**config.mk**
```make
export PLATFORM = sky130hd
export DESIGN_NAME = oh_to_uint_pipe_flat
export DESIGN_NICKNAME = d
export VERILOG_FILES = /design/src/rtl/oh_to_uint_pipe_pkg.sv /design/src/rtl/oh_to_uint_pipe_if.sv /design/src/rtl/oh_to_uint_pipe_stage.sv /design/src/rtl/oh_to_uint_pipe.sv /design/src/flat_wrapper.sv
export SDC_FILE = /design/constraint.sdc
export NUM_CORES = 1
export LEC_CHECK = 0
export CORE_MARGIN = 2
export CORE_UTILIZATION = 30
export CTS_BUF_LIST = sky130_fd_sc_hd__clkbuf_8
export DETAILED_ROUTE_END_ITERATION = 10
export MAX_ROUTING_LAYER = met4
export PLACE_DENSITY = 0.65
export SLEW_MARGIN = 20
export SYNTH_ARGS = -nofsm -noshare
export SYNTH_HDL_FRONTEND = slang
export SYNTH_SLANG_ARGS = --single-unit
```
**constraint.sdc**
```tcl
create_clock -name clk -period 1.25 [get_ports clk]
set_input_delay 0.3125 -clock clk [delete_from_list [all_inputs] [get_ports clk]]
set_output_delay 0.3125 -clock clk [all_outputs]
set_load 0.05 [all_outputs]
```
**src/rtl/oh_to_uint_pipe_pkg.sv**
```systemverilog
// oh_to_uint_pipe_pkg: shared constants and width helper for the one-hot encoder pipe
package oh_to_uint_pipe_pkg;
  localparam int PRIO_OR = 0;
  localparam int PRIO_LOW = 1;
  localparam int CNT_W = 8;
  localparam logic [CNT_W-1:0] CNT_MAX = 8'd255;
  function automatic int out_w(input int w);
    return w > 1 ? $clog2(w) : 1;
  endfunction
endpackage

```
**src/rtl/oh_to_uint_pipe_if.sv**
```systemverilog
// oh_to_uint_pipe_if: input/output handshakes, clear and error count of the encoder pipe
interface oh_to_uint_pipe_if
  import oh_to_uint_pipe_pkg::*;
#(
  parameter int WIDTH = 8,
  parameter int OUT_W = out_w(WIDTH)
);
  logic             in_valid;
  logic             in_ready;
  logic [WIDTH-1:0] in_bits;
  logic             out_valid;
  logic             out_ready;
  logic [OUT_W-1:0] out_bits;
  logic             out_zero;
  logic             out_multi;
  logic             clear;
  logic [CNT_W-1:0] err_count;
  modport master(
    output in_valid, in_bits, out_ready, clear,
    input  in_ready, out_valid, out_bits, out_zero, out_multi, err_count
  );
  modport slave(
    input  in_valid, in_bits, out_ready, clear,
    output in_ready, out_valid, out_bits, out_zero, out_multi, err_count
  );
endinterface

```
**src/rtl/oh_to_uint_pipe_stage.sv**
```systemverilog
// oh_pipe_stage: one elastic register slice; ready passes through combinationally when full
module oh_pipe_stage #(
  parameter int DW = 8
) (
  input  logic          clk,
  input  logic          reset,
  input  logic          valid_i,
  input  logic [DW-1:0] data_i,
  input  logic          ready_i,
  output logic          ready_o,
  output logic          valid_o,
  output logic [DW-1:0] data_o
);
  logic          valid_q;
  logic [DW-1:0] data_q;
  assign ready_o = !valid_q || ready_i;
  assign valid_o = valid_q;
  assign data_o  = data_q;
  // load a new entry whenever the slot is empty or being drained
  always_ff @(posedge clk) begin
    if (reset) begin
      valid_q <= 1'b0;
      data_q  <= '0;
    end else if (ready_o) begin
      valid_q <= valid_i;
      if (valid_i) data_q <= data_i;
    end
  end
endmodule

```
**src/rtl/oh_to_uint_pipe.sv**
```systemverilog
// oh_to_uint_pipe: elastic one-hot to binary encoder with malformed-input flags and error counter
module oh_to_uint_pipe
  import oh_to_uint_pipe_pkg::*;
#(
  parameter int WIDTH       = 8,
  parameter int PIPE_STAGES = 2,
  parameter int PRIORITY    = PRIO_OR
) (
  input logic clk,
  input logic reset,
  oh_to_uint_pipe_if.slave io
);
  localparam int OUT_W = out_w(WIDTH);
  localparam int DW = OUT_W + 2;
  logic [OUT_W-1:0] idx_or, idx_low;
  logic             valid [PIPE_STAGES+1];
  logic             ready [PIPE_STAGES+1];
  logic [DW-1:0]    data  [PIPE_STAGES+1];
  logic [CNT_W-1:0] err_q, err_d;
  // both index modes from one scan; lowest-bit mode keeps the last hit scanning downwards
  always_comb begin
    idx_or  = '0;
    idx_low = '0;
    for (int i = WIDTH - 1; i >= 0; i--) begin
      if (io.in_bits[i]) begin
        idx_or  = idx_or | OUT_W'(i);
        idx_low = OUT_W'(i);
      end
    end
  end
  // payload is {zero, multi, index}; multi means clearing the lowest set bit leaves something
  assign valid[0] = io.in_valid;
  assign data[0]  = {io.in_bits == '0, |(io.in_bits & (io.in_bits - WIDTH'(1))),
                     PRIORITY == PRIO_LOW ? idx_low : idx_or};
  assign ready[PIPE_STAGES] = io.out_ready;
  assign io.in_ready = ready[0];
  for (genvar g = 0; g < PIPE_STAGES; g++) begin : g_stage
    oh_pipe_stage #(.DW(DW)) u_stage (
      .clk    (clk),
      .reset  (reset),
      .valid_i(valid[g]),
      .data_i (data[g]),
      .ready_i(ready[g+1]),
      .ready_o(ready[g]),
      .valid_o(valid[g+1]),
      .data_o (data[g+1])
    );
  end
  assign io.out_valid = valid[PIPE_STAGES];
  assign {io.out_zero, io.out_multi, io.out_bits} = data[PIPE_STAGES];
  // clear beats increment; count only delivered malformed results, saturating
  always_comb
    err_d = io.clear ? '0 :
            (io.out_valid && io.out_ready && (io.out_zero || io.out_multi) && err_q != CNT_MAX)
              ? err_q + CNT_W'(1) : err_q;
  // error counter register
  always_ff @(posedge clk) begin
    if (reset) err_q <= '0;
    else err_q <= err_d;
  end
  assign io.err_count = err_q;
endmodule
```
**src/flat_wrapper.sv**
```systemverilog
// flat-port wrapper written by rule: the top's interface ports become plain ports
module oh_to_uint_pipe_flat import oh_to_uint_pipe_pkg::*;
#(
  parameter int WIDTH       = 8,
  parameter int PIPE_STAGES = 2,
  parameter int PRIORITY    = PRIO_OR
)
  (clk, reset, io_in_valid, io_in_bits, io_out_ready, io_clear, io_in_ready, io_out_valid, io_out_bits, io_out_zero, io_out_multi, io_err_count);
  oh_to_uint_pipe_if #(.WIDTH(WIDTH)) io_i ();
  input logic clk;
  input logic reset;
  input wire logic [$bits(io_i.in_valid)-1:0] io_in_valid;
  input wire logic [$bits(io_i.in_bits)-1:0] io_in_bits;
  input wire logic [$bits(io_i.out_ready)-1:0] io_out_ready;
  input wire logic [$bits(io_i.clear)-1:0] io_clear;
  output wire logic [$bits(io_i.in_ready)-1:0] io_in_ready;
  output wire logic [$bits(io_i.out_valid)-1:0] io_out_valid;
  output wire logic [$bits(io_i.out_bits)-1:0] io_out_bits;
  output wire logic [$bits(io_i.out_zero)-1:0] io_out_zero;
  output wire logic [$bits(io_i.out_multi)-1:0] io_out_multi;
  output wire logic [$bits(io_i.err_count)-1:0] io_err_count;
  assign io_i.in_valid = io_in_valid;
  assign io_i.in_bits = io_in_bits;
  assign io_i.out_ready = io_out_ready;
  assign io_i.clear = io_clear;
  assign io_in_ready = io_i.in_ready;
  assign io_out_valid = io_i.out_valid;
  assign io_out_bits = io_i.out_bits;
  assign io_out_zero = io_i.out_zero;
  assign io_out_multi = io_i.out_multi;
  assign io_err_count = io_i.err_count;
  oh_to_uint_pipe #(.WIDTH(WIDTH), .PIPE_STAGES(PIPE_STAGES), .PRIORITY(PRIORITY)) u_core (.clk(clk), .reset(reset), .io(io_i));
endmodule
```
# ---- Word-level counts from Yosys, hierarchy flattened
# Index checks and enable logic that the tools add are counted.
dict set report word_totals {
  inputBits 13
  regBits 20
  out_inout_bits 15
}
dict set report classes {
  n_bitwise 1
  muxes 7
  n_eq_ne 1
  add_sub_neg 2
  n_reduce_logical 13
}
# cell count
set op_table {}
lappend op_table {{$mux 3} 4}
lappend op_table {{$add 8x1->8 const B} 1}
lappend op_table {{$and 8x8->8} 1}
lappend op_table {{$logic_not 8->1} 1}
lappend op_table {{$ne 8x8->1 const B} 1}
lappend op_table {{$reduce_or 8->1} 1}
lappend op_table {{$sub 8x1->8 const B} 1}
lappend op_table {{$mux 2} 2}
lappend op_table {{$reduce_and 2->1} 2}
lappend op_table {{$logic_and 1x1->1} 3}
lappend op_table {{$logic_or 1x1->1} 3}
lappend op_table {{$logic_not 1->1} 2}
lappend op_table {{$reduce_or 2->1} 1}
lappend op_table {{$mux 1} 1}

# ---- Logic depth before layout (Yosys ltp)
# Gate-level depths: netlist of run 1.
dict set report logic_depth {
  depth_word 7
  depth_mapped 5
}

# ---- By module
# A second synthesis of run 1 with hierarchy kept.
dict set report hier_totals {
  hier_cells 109
  area_unflattened_um2 1021.0
}
# module cells_per_inst area_per_inst_um2 n_inst
set modules_own_cells {}
lappend modules_own_cells {oh_pipe_stage 26 259.0 2}
lappend modules_own_cells {oh_to_uint_pipe 57 503.0 1}

# ---- Worst setup path after synthesis of run 1
# Ideal clock, no wire load.
dict set report synth_path {
  path_kind {reg-to-reg}
  start {register u_core.g_stage[1].u_stage.valid_q}
  end {register u_core.g_stage[0].u_stage.data_q[3]}
  slack_ns -0.804
  t_arrival_ns 1.963
  period_less_slack_ns 2.054
  path_stages_with_launch 5
  path_cell_list {dfxtp_1 -> nand3b_1 -> and2_1 -> buf_4 -> a311oi_1}
}
dict set report synth_between {
  elab_chain_len 4
}
# element line
set synth_lines {}
lappend synth_lines {{start, declared} oh_to_uint_pipe_stage.sv:14} ;# logic valid_q;
lappend synth_lines {{start signal, assigned} oh_to_uint_pipe_stage.sv:25} ;# valid_q <= valid_i;
lappend synth_lines {{$logic_not 1->1} oh_to_uint_pipe_stage.sv:16} ;# assign ready_o = !valid_q || ready_i;
lappend synth_lines {{$logic_or 1x1->1 (2 in a row)} oh_to_uint_pipe_stage.sv:16}
lappend synth_lines {{via io_in_ready} flat_wrapper.sv:16} ;# output wire logic [$bits(io_i.in_ready)-1:0] io_in_ready;
lappend synth_lines {{$reduce_and 2->1 (no source line)} --}
lappend synth_lines {{end signal, assigned} oh_to_uint_pipe_stage.sv:26} ;# if (valid_i) data_q <= data_i;
lappend synth_lines {{end, declared} oh_to_uint_pipe_stage.sv:15} ;# logic [DW-1:0] data_q;
# The timed path passes the listed nets, and every way through them passes these cells.
# A chain may end at the register's enable or synchronous reset.

# ---- Final worst setup path of run 1
dict set report layout_path {
  start {register u_core.g_stage[1].u_stage.valid_q}
  end {output io_in_ready}
}
dict set report layout_between {
  elab_chain_len 3
}
# element line
set layout_lines {}
lappend layout_lines {{$logic_not 1->1} oh_to_uint_pipe_stage.sv:16}
lappend layout_lines {{$logic_or 1x1->1 (2 in a row)} oh_to_uint_pipe_stage.sv:16}
lappend layout_lines {{end, declared} flat_wrapper.sv:16}
# No other way between the ends.

==> results of run 1 <==
-- kinds of logic (layout without fill, tap and decap cells) --
group           Yosys count  in the layout  share of synthesized area
xor+xnor                  5              5                     0.0467
simple gates             40             40                      0.211
flops                    20             20                      0.427
compound gates           23             23                      0.187
buf+inv                   9             65                     0.0520
mux                       6              6                     0.0640
fa+ha+maj                 1              1                     0.0133
-- flip-flops by register name (all words and copies together) (netlist names) --
| signal | flops |
|---|---|
| u_core.g_stage.u_stage.data_o | 10 |
| u_core.g_stage.u_stage.valid_o | 2 |
| u_core.io.err_count | 8 |
-- Yosys cell counts --
cell type   n  area (sq um)
dfxtp_1    20           400
nor2_1     19          71.3
a21oi_1     6          30.0
mux2i_1     6          60.1
a211oi_1    5          37.5
xor2_1      5          43.8
buf_4       4          30.0
nor4_1      4          25.0
inv_1       3          11.3
nand2_1     3          11.3
and2_1      2          12.5
and3_1      2          12.5
clkbuf_1    2          7.51
nand3_1     2          10.0
nor3_1      2          10.0
o211ai_1    2          15.0
o21ai_0     2          10.0
o21ai_2     2          17.5
or3_1       2          12.5
a311oi_1    1          8.76
ha_1        1          12.5
nand2b_1    1          6.26
nand3b_1    1          7.51
nand4_2     1          12.5
o2111ai_1   1          8.76
o211a_4     1          17.5
o211ai_2    1          12.5
o311ai_1    1          8.76
o41ai_1     1          8.76
or2_2       1          6.26
-- routing by layer --
metal	GRT usage	vias up	share of wire
met5	-	-	0
met4	0.111	0	0.029
met3	0.0108	6	0.019
met2	0.258	17	0.53
met1	0.172	444	0.42
li1	-	486	-
-- worst max-delay path: cells and delay by family (launching register included) --
kind                   cells  cell delay, ps
buffers and inverters      2             270
DFF                        1             350
and+or+nand+nor            1             110
-- how the worst max path moves through the flow --
stage                                                              start                                               end  slack, ps
after detailed placement                                    io_out_ready  u_core.g_stage[0].u_stage.data_o[3]$_SDFFE_PP0P_       -420
after global placement                                      io_out_ready  u_core.g_stage[0].u_stage.data_o[3]$_SDFFE_PP0P_       -390
after CTS                 u_core.g_stage[1].u_stage.valid_o$_SDFFE_PP0P_                                       io_in_ready        -40
after floorplan           u_core.g_stage[1].u_stage.valid_o$_SDFFE_PP0P_  u_core.g_stage[0].u_stage.data_o[4]$_SDFFE_PP0P_       -380
after global routing                 u_core.io.err_count[0]$_SDFFE_PP0P_               u_core.io.err_count[1]$_SDFFE_PP0P_       -100
final                     u_core.g_stage[1].u_stage.valid_o$_SDFFE_PP0P_                                       io_in_ready        -60
-- cells in the final DEF (no fill, tap or decap), types with 2 or more instances in the layout --
master / Yosys / final
buf_4: 4 / 26
nor2_1: 19 / 19
buf_12: 0 / 15
dfxtp_4: 0 / 10
dfxtp_1: 20 / 8
mux2i_1: 6 / 6
a21oi_1: 6 / 5
xor2_1: 5 / 5
dlygate4sd2_1: 0 / 5
buf_6: 0 / 5
inv_1: 3 / 4
nand2_1: 3 / 3
a211oi_1: 5 / 3
clkbuf_8: 0 / 3
clkdlybuf4s50_1: 0 / 3
dlymetal6s2s_1: 0 / 3
nor3_1: 2 / 2
nor4_2: 0 / 2
o21ai_0: 2 / 2
a211oi_2: 0 / 2
nor4_1: 4 / 2
or3_1: 2 / 2
o211ai_1: 2 / 2
dfxtp_2: 0 / 2
-- what timing repair did --
item	in CTS	in global routing
gates resized for setup	21	7
buffers inserted	2	2
endpoints found under the setup margin	19	14
pin swaps	8	6
-- report_power, final --
part	switching [mW]	internal [mW]	leakage (nW)
sequential	0.0143	0.637	0.172
combinational	0.104	0.120	0.586
clock	0.203	0.219	0.0269
-- cell type report --
class / count / area [sq um]
flip-flops and latches: 20 / 440
multi-input cells: 75 / 591
inverters: 3 / 11.3
repair buffers: 58 / 668
fillers: 245 / 1210
clock buffers: 3 / 41.3
well taps: 33 / 41.3
clock inverters: 1 / 3.75
==> summary.md, run 1 <==
| Metric | Value |
|---|---|
| Run status | `finished, violations left` |
| Violated checks | `negative setup slack` |
| Synth cell types | `30` |
| Hold endpoint | `u_core.g_stage[0].u_stage.data_o[4]$_SDFFE_PP0P_` |
| Net Count, Synth | `between 100 and 150` |
| Antenna diode count | `0` |
| Clock tree sinks | `20` |
| GRT overflow | `0` |
| First-pass GRT wire length | `between 4000 and 5000 microns` |
| Vias per cell | `slightly below 5` |
| Total wire length | `roughly 2400 microns` |
| Final Critical Period | `1310 ps` |
| Layout Area Growth over Synthesis | `91.5%` |
| Critical path fanouts, max | `2` |
| Fin crit share | `1.05` |
| Power Total | `roughly 1.3 mW` |
| Clock buffer depth | `2` |
| Skew final | `about 1.2 ps` |
| Worst-path clk slew | `70 ps` |
| Pleak | `a little under 0.8 nW` |
| Final RePlAce weighted congestion | `around 0.80` |
| Max Clk Rate | `roughly 760 MHz` |
| Pwr/cell area | `around 720 nW/um^2` |
| Placed cells | `about 190` |
| PortBufs | `27` |
| Die area | `3590 sq um` |
| Residual DRC | `0` |
| Final Hold Vio Count | `0` |
| Placement row count | `20` |
| Slowest CP cell | `dfxtp_4` |
| Synthesis Warnings | `0` |
| Chain of cells forming the critical path | `nand3b_1, buf_6, buf_12` |
| Die W | `59.9 microns` |
| Final Setup Violations | `3` |
| Num CTS Buffers | `3` |
| Final ANT Viol Nets | `0` |
| HPWL after DPL | `between 1500 and 2000 microns` |
| Crit path DAT | `1000 ps` |
| CTS tree | `built` |
| Cell Area, Placed | `roughly 1700 sq um` |
| Actual slew at the worst max-slew pin | `between 200 and 300 ps` |
| Post-layout util | `0.598` |
| Hold Crit Depth | `2` |
| CP Data Required Time | `940 ps` |
| Initial drt markers | `22` |
| Cell area after synthesis | `between 900 and 1000 sq um` |
| Largest net degree at the start of global routing | `12` |
| Io pins | `28` |
| CTS Hold Buffers Added | `0` |
| Root Buffer | `clkbuf_8` |
| Mapped Cells | `104` |
| Via count | `between 900 and 1,000` |
| Share of cells above drive strength 1 | `0.500` |
| Design area | `between 1500 and 2000 sq um` |
| Seq/Total Area, Yosys | `0.427` |
| Critical path type | `reg -> out` |
| Vias in the first global route | `~950` |
| Critical Path Max Stage Delay | `350 ps` |
| CP Launch Type | `flop` |
| Critical path capture point type | `output pin` |
| WHS | `485 ps` |
| Fin. max-slew vios | `0` |
| TritonRoute pass-1 iters | `4` |
| Fin nets | `around 180` |
| Max-slew headroom | `0.819` |
| Worst reg2reg setup slack | `-10 ps` |
| Post-Place Setup Slack | `-419 ps` |
| Max-Cap Viols | `0` |
| Setup tns final | `-77.6 ps` |
| Routed len/inst | `12.5 microns` |
| Total GRT Usage | `0.154` |
| Seq cells post-synth | `20` |
| RSZ-0062 raised after global routing | `yes` |
| H-tree Lvls | `1` |
| Hold Startpoint | `u_core.g_stage[0].u_stage.data_o[4]$_SDFFE_PP0P_` |
| R2R cell count | `6` |
| Worst setup margin | `-58.1 ps` |
| Initial antenna violation count | `0` |
| Syn_area_per_cell | `approximately 9 sq um` |
| Max VDD drop | `approximately 0.32 mV` |
| Worst hold path type | `reg -> reg` |
| Die Ht | `59.9 microns` |
| Initial Utilization | `0.313` |
| Worst r2r dst | `u_core.io.err_count[5]$_SDFFE_PP0P_` |
| Final std cells w/o fill | `193` |
| Core Area | `3000 sq um` |
| RR Startpoint | `u_core.io.err_count[0]$_SDFFE_PP0P_` |
| Skew-Pair Late Insertion Delay | `between 200 and 300 ps` |
No activity file was read; power rests on OpenSTA's default activity.
==> inputs of run 2 (changes only) <==
Settings changed: SETUP_SLACK_MARGIN set to 0.02.
==> summary.md, run 2 (synthesized netlist as in run 1, its figures left out) <==
| Metric | Value |
|---|---|
| Run status | `finished, violations left` |
| Violated checks | `negative setup slack` |
| Design area | `1810 sq um (+0.91%)` |
| Clock Power Share | `0.356 (+0.031)` |
| RSZ-0062 raised after global routing | `yes` |
| Psw | `0.325 mW (+1.2%)` |
| Worst hold path type | `in -> reg` |
| Fin nets | `176 (+0.57%)` |
| Critical Path Max Stage Delay | `350 ps (about the same)` |
| Critical path capture point type | `output pin` |
| Antenna diode count | `0 (unchanged)` |
| Actual slew at the worst max-slew pin | `277 ps (+9.54 ps)` |
| Comb pwr share | `0.165 (-0.007)` |
| First-pass GRT wire length | `4280 microns (+6.0%)` |
| Critical path type | `reg -> out` |
| Initial drt markers | `20 (-9.1%)` |
| Commonest non-fill, non-tap cell in the layout | `buf_4` |
| Vias in the first global route | `1,020 (+7.8%)` |
| HPWL after DPL | `1790 microns (-5.1%)` |
| Pleak | `0.766 nW (-2.4%)` |
| Fin. max-slew vios | `0 (unchanged)` |
| Final std cells w/o fill | `194 (+0.52%)` |
| H-tree Lvls | `1 (unchanged)` |
| CTS tree | `built` |
| Core Area | `3000 sq um (unchanged)` |
| Io pins | `28 (unchanged)` |
| PortBufs | `27 (unchanged)` |
| CP Launch Type | `flop` |
| Clock tree sinks | `20 (unchanged)` |
| CP delay by family, top | `flip-flops` |
| Layout Area Growth over Synthesis | `93.2%` |
| Fill cells | `239 (-2.4%)` |
| Vias per cell | `5.03 (+1.8%)` |
| Seq pwr share | `0.479 (-0.024)` |
| Via count | `975 (+2.3%)` |
| Skew final | `1.91 ps (+0.683 ps)` |
| Max reg flops | `10 (unchanged)` |
| Max-Cap Viols | `0 (unchanged)` |
| Initial Utilization | `0.313 (unchanged)` |
| Final ANT Viol Nets | `0 (unchanged)` |
| Max-slew headroom | `0.813 (-0.00573)` |
| Setup tns final | `-136 ps (-58.1 ps)` |
| CTS Hold Buffers Added | `0 (unchanged)` |
| Post-Place Setup Slack | `-462 ps (-43.1 ps)` |
| Die W | `59.9 microns (unchanged)` |
| Worst-path clk slew | `70 ps (about the same)` |
| Most frequent cells in the layout | `buf_4, nor2_1, buf_12` |
| Total wire length | `2510 microns (+3.6%)` |
| Placement row count | `20 (unchanged)` |
| Placed cells | `185 (unchanged)` |
| Final Hold Vio Count | `0 (unchanged)` |
| Initial antenna violation count | `0 (unchanged)` |
| Die area | `3590 sq um (unchanged)` |
| Power Total | `1.36 mW (+5.1%)` |
| Routed len/inst | `12.9 microns (+3.1%)` |
| Max VDD drop | `0.373 mV (+16%)` |
| Max Clk Rate | `766 MHz (+0.15%)` |
| Final Setup Violations | `6 (+3)` |
| Cell Area, Placed | `1650 sq um (unchanged)` |
| Sw Share | `0.238 (-0.00917)` |
| Worst setup margin | `-56.1 ps (+2.01 ps)` |
| Critical path fanouts, max | `3 (+1)` |
| WP buf/inv | `2 (unchanged)` |
| Total GRT Usage | `0.158 (+0.00346)` |
| Root Buffer | `clkbuf_8` |
| Post-layout util | `0.604 (+0.00542)` |
| Chain of cells forming the critical path | `nand3b_1, buf_6, buf_12` |
| Skew-Pair Late Insertion Delay | `250 ps (about the same)` |
| Fin crit share | `1.04 (-0.00161)` |
| Largest net degree at the start of global routing | `12 (unchanged)` |
| CP Data Required Time | `940 ps (about the same)` |
| Worst reg2reg setup slack | `-40 ps (-30 ps)` |
| Final Critical Period | `1310 ps (-2.01 ps)` |
| Internal | `1.04 mW (+6.3%)` |
| Pwr/cell area | `751 nW/um^2 (+4.1%)` |
| Die Ht | `59.9 microns (unchanged)` |
| GRT overflow | `0 (unchanged)` |
| Num CTS Buffers | `3 (unchanged)` |
| Final RePlAce weighted congestion | `0.804 (+0.73%)` |
| Slowest CP cell | `dfxtp_4` |
| TritonRoute pass-1 iters | `4 (unchanged)` |
| WHS | `429 ps (-55.4 ps)` |
| Residual DRC | `0 (unchanged)` |
| Crit path DAT | `990 ps (about the same)` |
| Share of cells above drive strength 1 | `0.509 (+0.00932)` |
| Clock buffer depth | `2 (unchanged)` |
-- run 2: final cells by class --
cell class | instances | area (sq um) | area share
Timing Repair Buffer | 59 | 683 | 0.377
Multi-Input combinational cell | 75 | 582 | 0.321
Sequential cell | 20 | 440 | 0.243
Clock buffer | 4 | 55.1 | 0.0304
Tap cell | 33 | 41.3 | 0.0228
Inverter | 3 | 11.3 | 0.00621
-- run 2: metal layers --
layer,up-vias,track usage,part of all wire
li1,486,-,-
met1,462,0.185,0.42
met2,19,0.281,0.53
met3,8,0.00649,0.022
met4,0,0.0635,0.022
met5,-,-,0
-- run 2: worst paths after layout --
path	start	to	cells after the start
min reg2reg	u_core.g_stage[0].u_stage.data_o[4]$_SDFFE_PP0P_	u_core.g_stage[0].u_stage.data_o[4]$_SDFFE_PP0P_	2
min	io_out_ready	u_core.g_stage[1].u_stage.valid_o$_SDFFE_PP0P_	4
max	u_core.g_stage[1].u_stage.valid_o$_SDFFE_PP0P_	io_in_ready	3
max reg2reg	u_core.io.err_count[0]$_SDFFE_PP0P_	u_core.io.err_count[1]$_SDFFE_PP0P_	6
-- run 2: worst reg2reg max path, stage by stage (launching register included) --
cell and delay (ps):
dfxtp_4 370, ha_4 150, nand3_4 120, o21ai_4 180, buf_6 140, mux2i_1 170
nor2_1 50
-- run 2: power groups by stage --
| stage | sequential, mW | clock (mW) | combinational [mW] |
|---|---|---|---|
| 3_5_place_dp | 0.668 | 0 | 0.212 |
| 3_3_place_gp | 0.668 | 0 | 0.208 |
| 2_1_floorplan | 0.673 | 0 | 0.0829 |
| 6_report | 0.652 | 0.485 | 0.225 |
| 4_1_cts | 0.651 | 0.496 | 0.220 |
| 5_1_grt | 0.653 | 0.522 | 0.241 |
-- run 2: repair_timing --
item | CTS | global route
buffers inserted | 5 | 0
setup endpoints to repair | 19 | 17
gates resized for setup | 24 | 8
pin swaps | 10 | 3
==> inputs of run 3 (changes only) <==
Settings changed: PLACE_DENSITY 0.65 to unset, PLACE_DENSITY_LB_ADDON set to 0.05, SLEW_MARGIN 20 to 15.
==> summary.md, run 3 (synthesized netlist as in run 1, its figures left out) <==
| Metric | Value |
|---|---|
| Final std cells w/o fill | `194 (unchanged)` |
| Max VDD drop | `0.422 mV (+13%)` |
| Comb pwr share | `0.142 (-0.023)` |
| Run status | `finished, violations left` |
| Post-Place Setup Slack | `-485 ps (-23.0 ps)` |
| Power Total | `1.52 mW (+12%)` |
| Max Clk Rate | `760 MHz (-0.79%)` |
| Commonest non-fill, non-tap cell in the layout | `buf_4` |
| PortBufs | `27 (unchanged)` |
| Setup tns final | `-110 ps (+25.9 ps)` |
| Vias in the first global route | `943 (-7.5%)` |
| Share of cells above drive strength 1 | `0.491 (-0.0186)` |
| Design area | `1830 sq um (+0.83%)` |
| Fin nets | `176 (unchanged)` |
| Placement row count | `20 (unchanged)` |
| Residual DRC | `0 (unchanged)` |
| Worst-path clk slew | `80 ps (about the same)` |
| GRT overflow | `0 (unchanged)` |
| Sw Share | `0.225 (-0.0131)` |
| Final Hold Vio Count | `0 (unchanged)` |
| Core Area | `3000 sq um (unchanged)` |
| Final Setup Violations | `4 (-2)` |
| Final RePlAce weighted congestion | `0.741 (-7.8%)` |
| Cell Area, Placed | `1660 sq um (+0.45%)` |
| Initial Utilization | `0.313 (unchanged)` |
| Fill cells | `261 (+9.2%)` |
| Max reg flops | `10 (unchanged)` |
| TritonRoute pass-1 iters | `4 (unchanged)` |
| Die W | `59.9 microns (unchanged)` |
| Actual slew at the worst max-slew pin | `292 ps (+14.6 ps)` |
| Via count | `967 (-0.82%)` |
| H-tree Lvls | `1 (unchanged)` |
| Total GRT Usage | `0.154 (-0.00374)` |
| Max-Cap Viols | `0 (unchanged)` |
| Total wire length | `2410 microns (-3.9%)` |
| Clock Power Share | `0.430 (+0.074)` |
| Internal | `1.18 mW (+14%)` |
| Worst hold path type | `reg -> reg` |
| RSZ-0062 raised after global routing | `yes` |
| Root Buffer | `clkbuf_8` |
| Layout Area Growth over Synthesis | `94.8%` |
| Most frequent cells in the layout | `buf_4, nor2_1, buf_12` |
| Crit path DAT | `1000 ps (about the same)` |
| Pwr/cell area | `833 nW/um^2 (+11%)` |
| Clock buffer depth | `2 (unchanged)` |
| Skew final | `3.50 ps (+1.59 ps)` |
| Worst setup margin | `-66.5 ps (-10.4 ps)` |
| Final ANT Viol Nets | `0 (unchanged)` |
| Routed len/inst | `12.4 microns (-3.9%)` |
| Max-slew headroom | `0.804 (-0.00963)` |
| Die Ht | `59.9 microns (unchanged)` |
| Seq pwr share | `0.428 (-0.051)` |
| Violated checks | `negative setup slack` |
| Initial antenna violation count | `0 (unchanged)` |
| Skew-Pair Late Insertion Delay | `260 ps (about the same)` |
| First-pass GRT wire length | `4030 microns (-6.0%)` |
| Critical path type | `reg -> out` |
| CTS tree | `built` |
| Antenna diode count | `0 (unchanged)` |
| Clock tree sinks | `20 (unchanged)` |
| Die area | `3590 sq um (unchanged)` |
| Final Critical Period | `1320 ps (+10.4 ps)` |
| CP Data Required Time | `940 ps (about the same)` |
| HPWL after DPL | `1890 microns (+5.5%)` |
| Largest net degree at the start of global routing | `13 (+1)` |
| Placed cells | `186 (+0.54%)` |
| Io pins | `28 (unchanged)` |
| Fin. max-slew vios | `0 (unchanged)` |
| Initial drt markers | `12 (-40%)` |
| WHS | `486 ps (+56.6 ps)` |
| Num CTS Buffers | `3 (unchanged)` |
| Vias per cell | `4.98 (-0.82%)` |
| Critical path fanouts, max | `2 (-1)` |
| CP Launch Type | `flop` |
| Post-layout util | `0.609 (+0.00500)` |
| Pleak | `0.788 nW (+2.8%)` |
| Fin crit share | `1.05 (+0.00831)` |
| Psw | `0.343 mW (+5.7%)` |
| Critical path capture point type | `output pin` |
-- run 3: cell types whose count changed in the layout (fill, tap and decap cells not counted), moves of 2 or more --
| cell | change |
|---|---|
| a211oi_1 | +2 |
| a211oi_2 | -2 |
| o21ai_0 | -2 |
| o21ai_1 | +2 |
-- run 3: area by class of cell --
type	instances	area, sq um	area share
clock inverters	1	30.0	0.0164
multi-input cells	75	567	0.310
flip-flops and latches	20	440	0.241
repair buffers	59	697	0.381
clock buffers	3	41.3	0.0226
well taps	33	41.3	0.0226
inverters	3	11.3	0.00616
-- run 3: power groups by stage --
| stage | sequential (mW) | clock (mW) | combinational (mW) |
|---|---|---|---|
| global route | 0.654 | 0.697 | 0.234 |
| CTS | 0.651 | 0.669 | 0.215 |
| global placement | 0.669 | 0 | 0.206 |
| detailed placement | 0.669 | 0 | 0.212 |
| finish | 0.652 | 0.655 | 0.217 |
| floorplan | 0.673 | 0 | 0.0829 |
-- run 3: final timing paths --
| path | startpoint | endpoint | slack, ps | cells past startpoint |
|---|---|---|---|---|
| max | u_core.g_stage[1].u_stage.valid_o$_SDFFE_PP0P_ | io_in_ready | -70 | 3 |
| min | u_core.g_stage[0].u_stage.data_o[4]$_SDFFE_PP0P_ | u_core.g_stage[0].u_stage.data_o[4]$_SDFFE_PP0P_ | 490 | 2 |
| max reg2reg | u_core.io.err_count[0]$_SDFFE_PP0P_ | u_core.io.err_count[1]$_SDFFE_PP0P_ | -20 | 6 |
| min reg2reg | u_core.g_stage[0].u_stage.data_o[4]$_SDFFE_PP0P_ | u_core.g_stage[0].u_stage.data_o[4]$_SDFFE_PP0P_ | 490 | 2 |
-- run 3: critical path, cell delays in order, from the launching register on --
cell and delay [ps]:
dfxtp_4 350, nand3b_1 110, buf_6 140, buf_12 140
-- run 3: timing repair --
item                       in CTS  in global routing
setup endpoints to repair      18                 18
resized for setup              23                  7
hold endpoints to repair        0                  0
pin swaps                      10                  5
hold buffers                    0                  0
setup buffers                   3                  1
-- run 3: metal layers --
metal,wire (microns),share of wire,up-vias,global-route usage
met5,0,0,-,-
met4,42,0.017,0,0.0667
met3,93,0.039,5,0.0260
met2,1180,0.49,21,0.247
met1,1100,0.46,449,0.190
li1,-,-,492,-
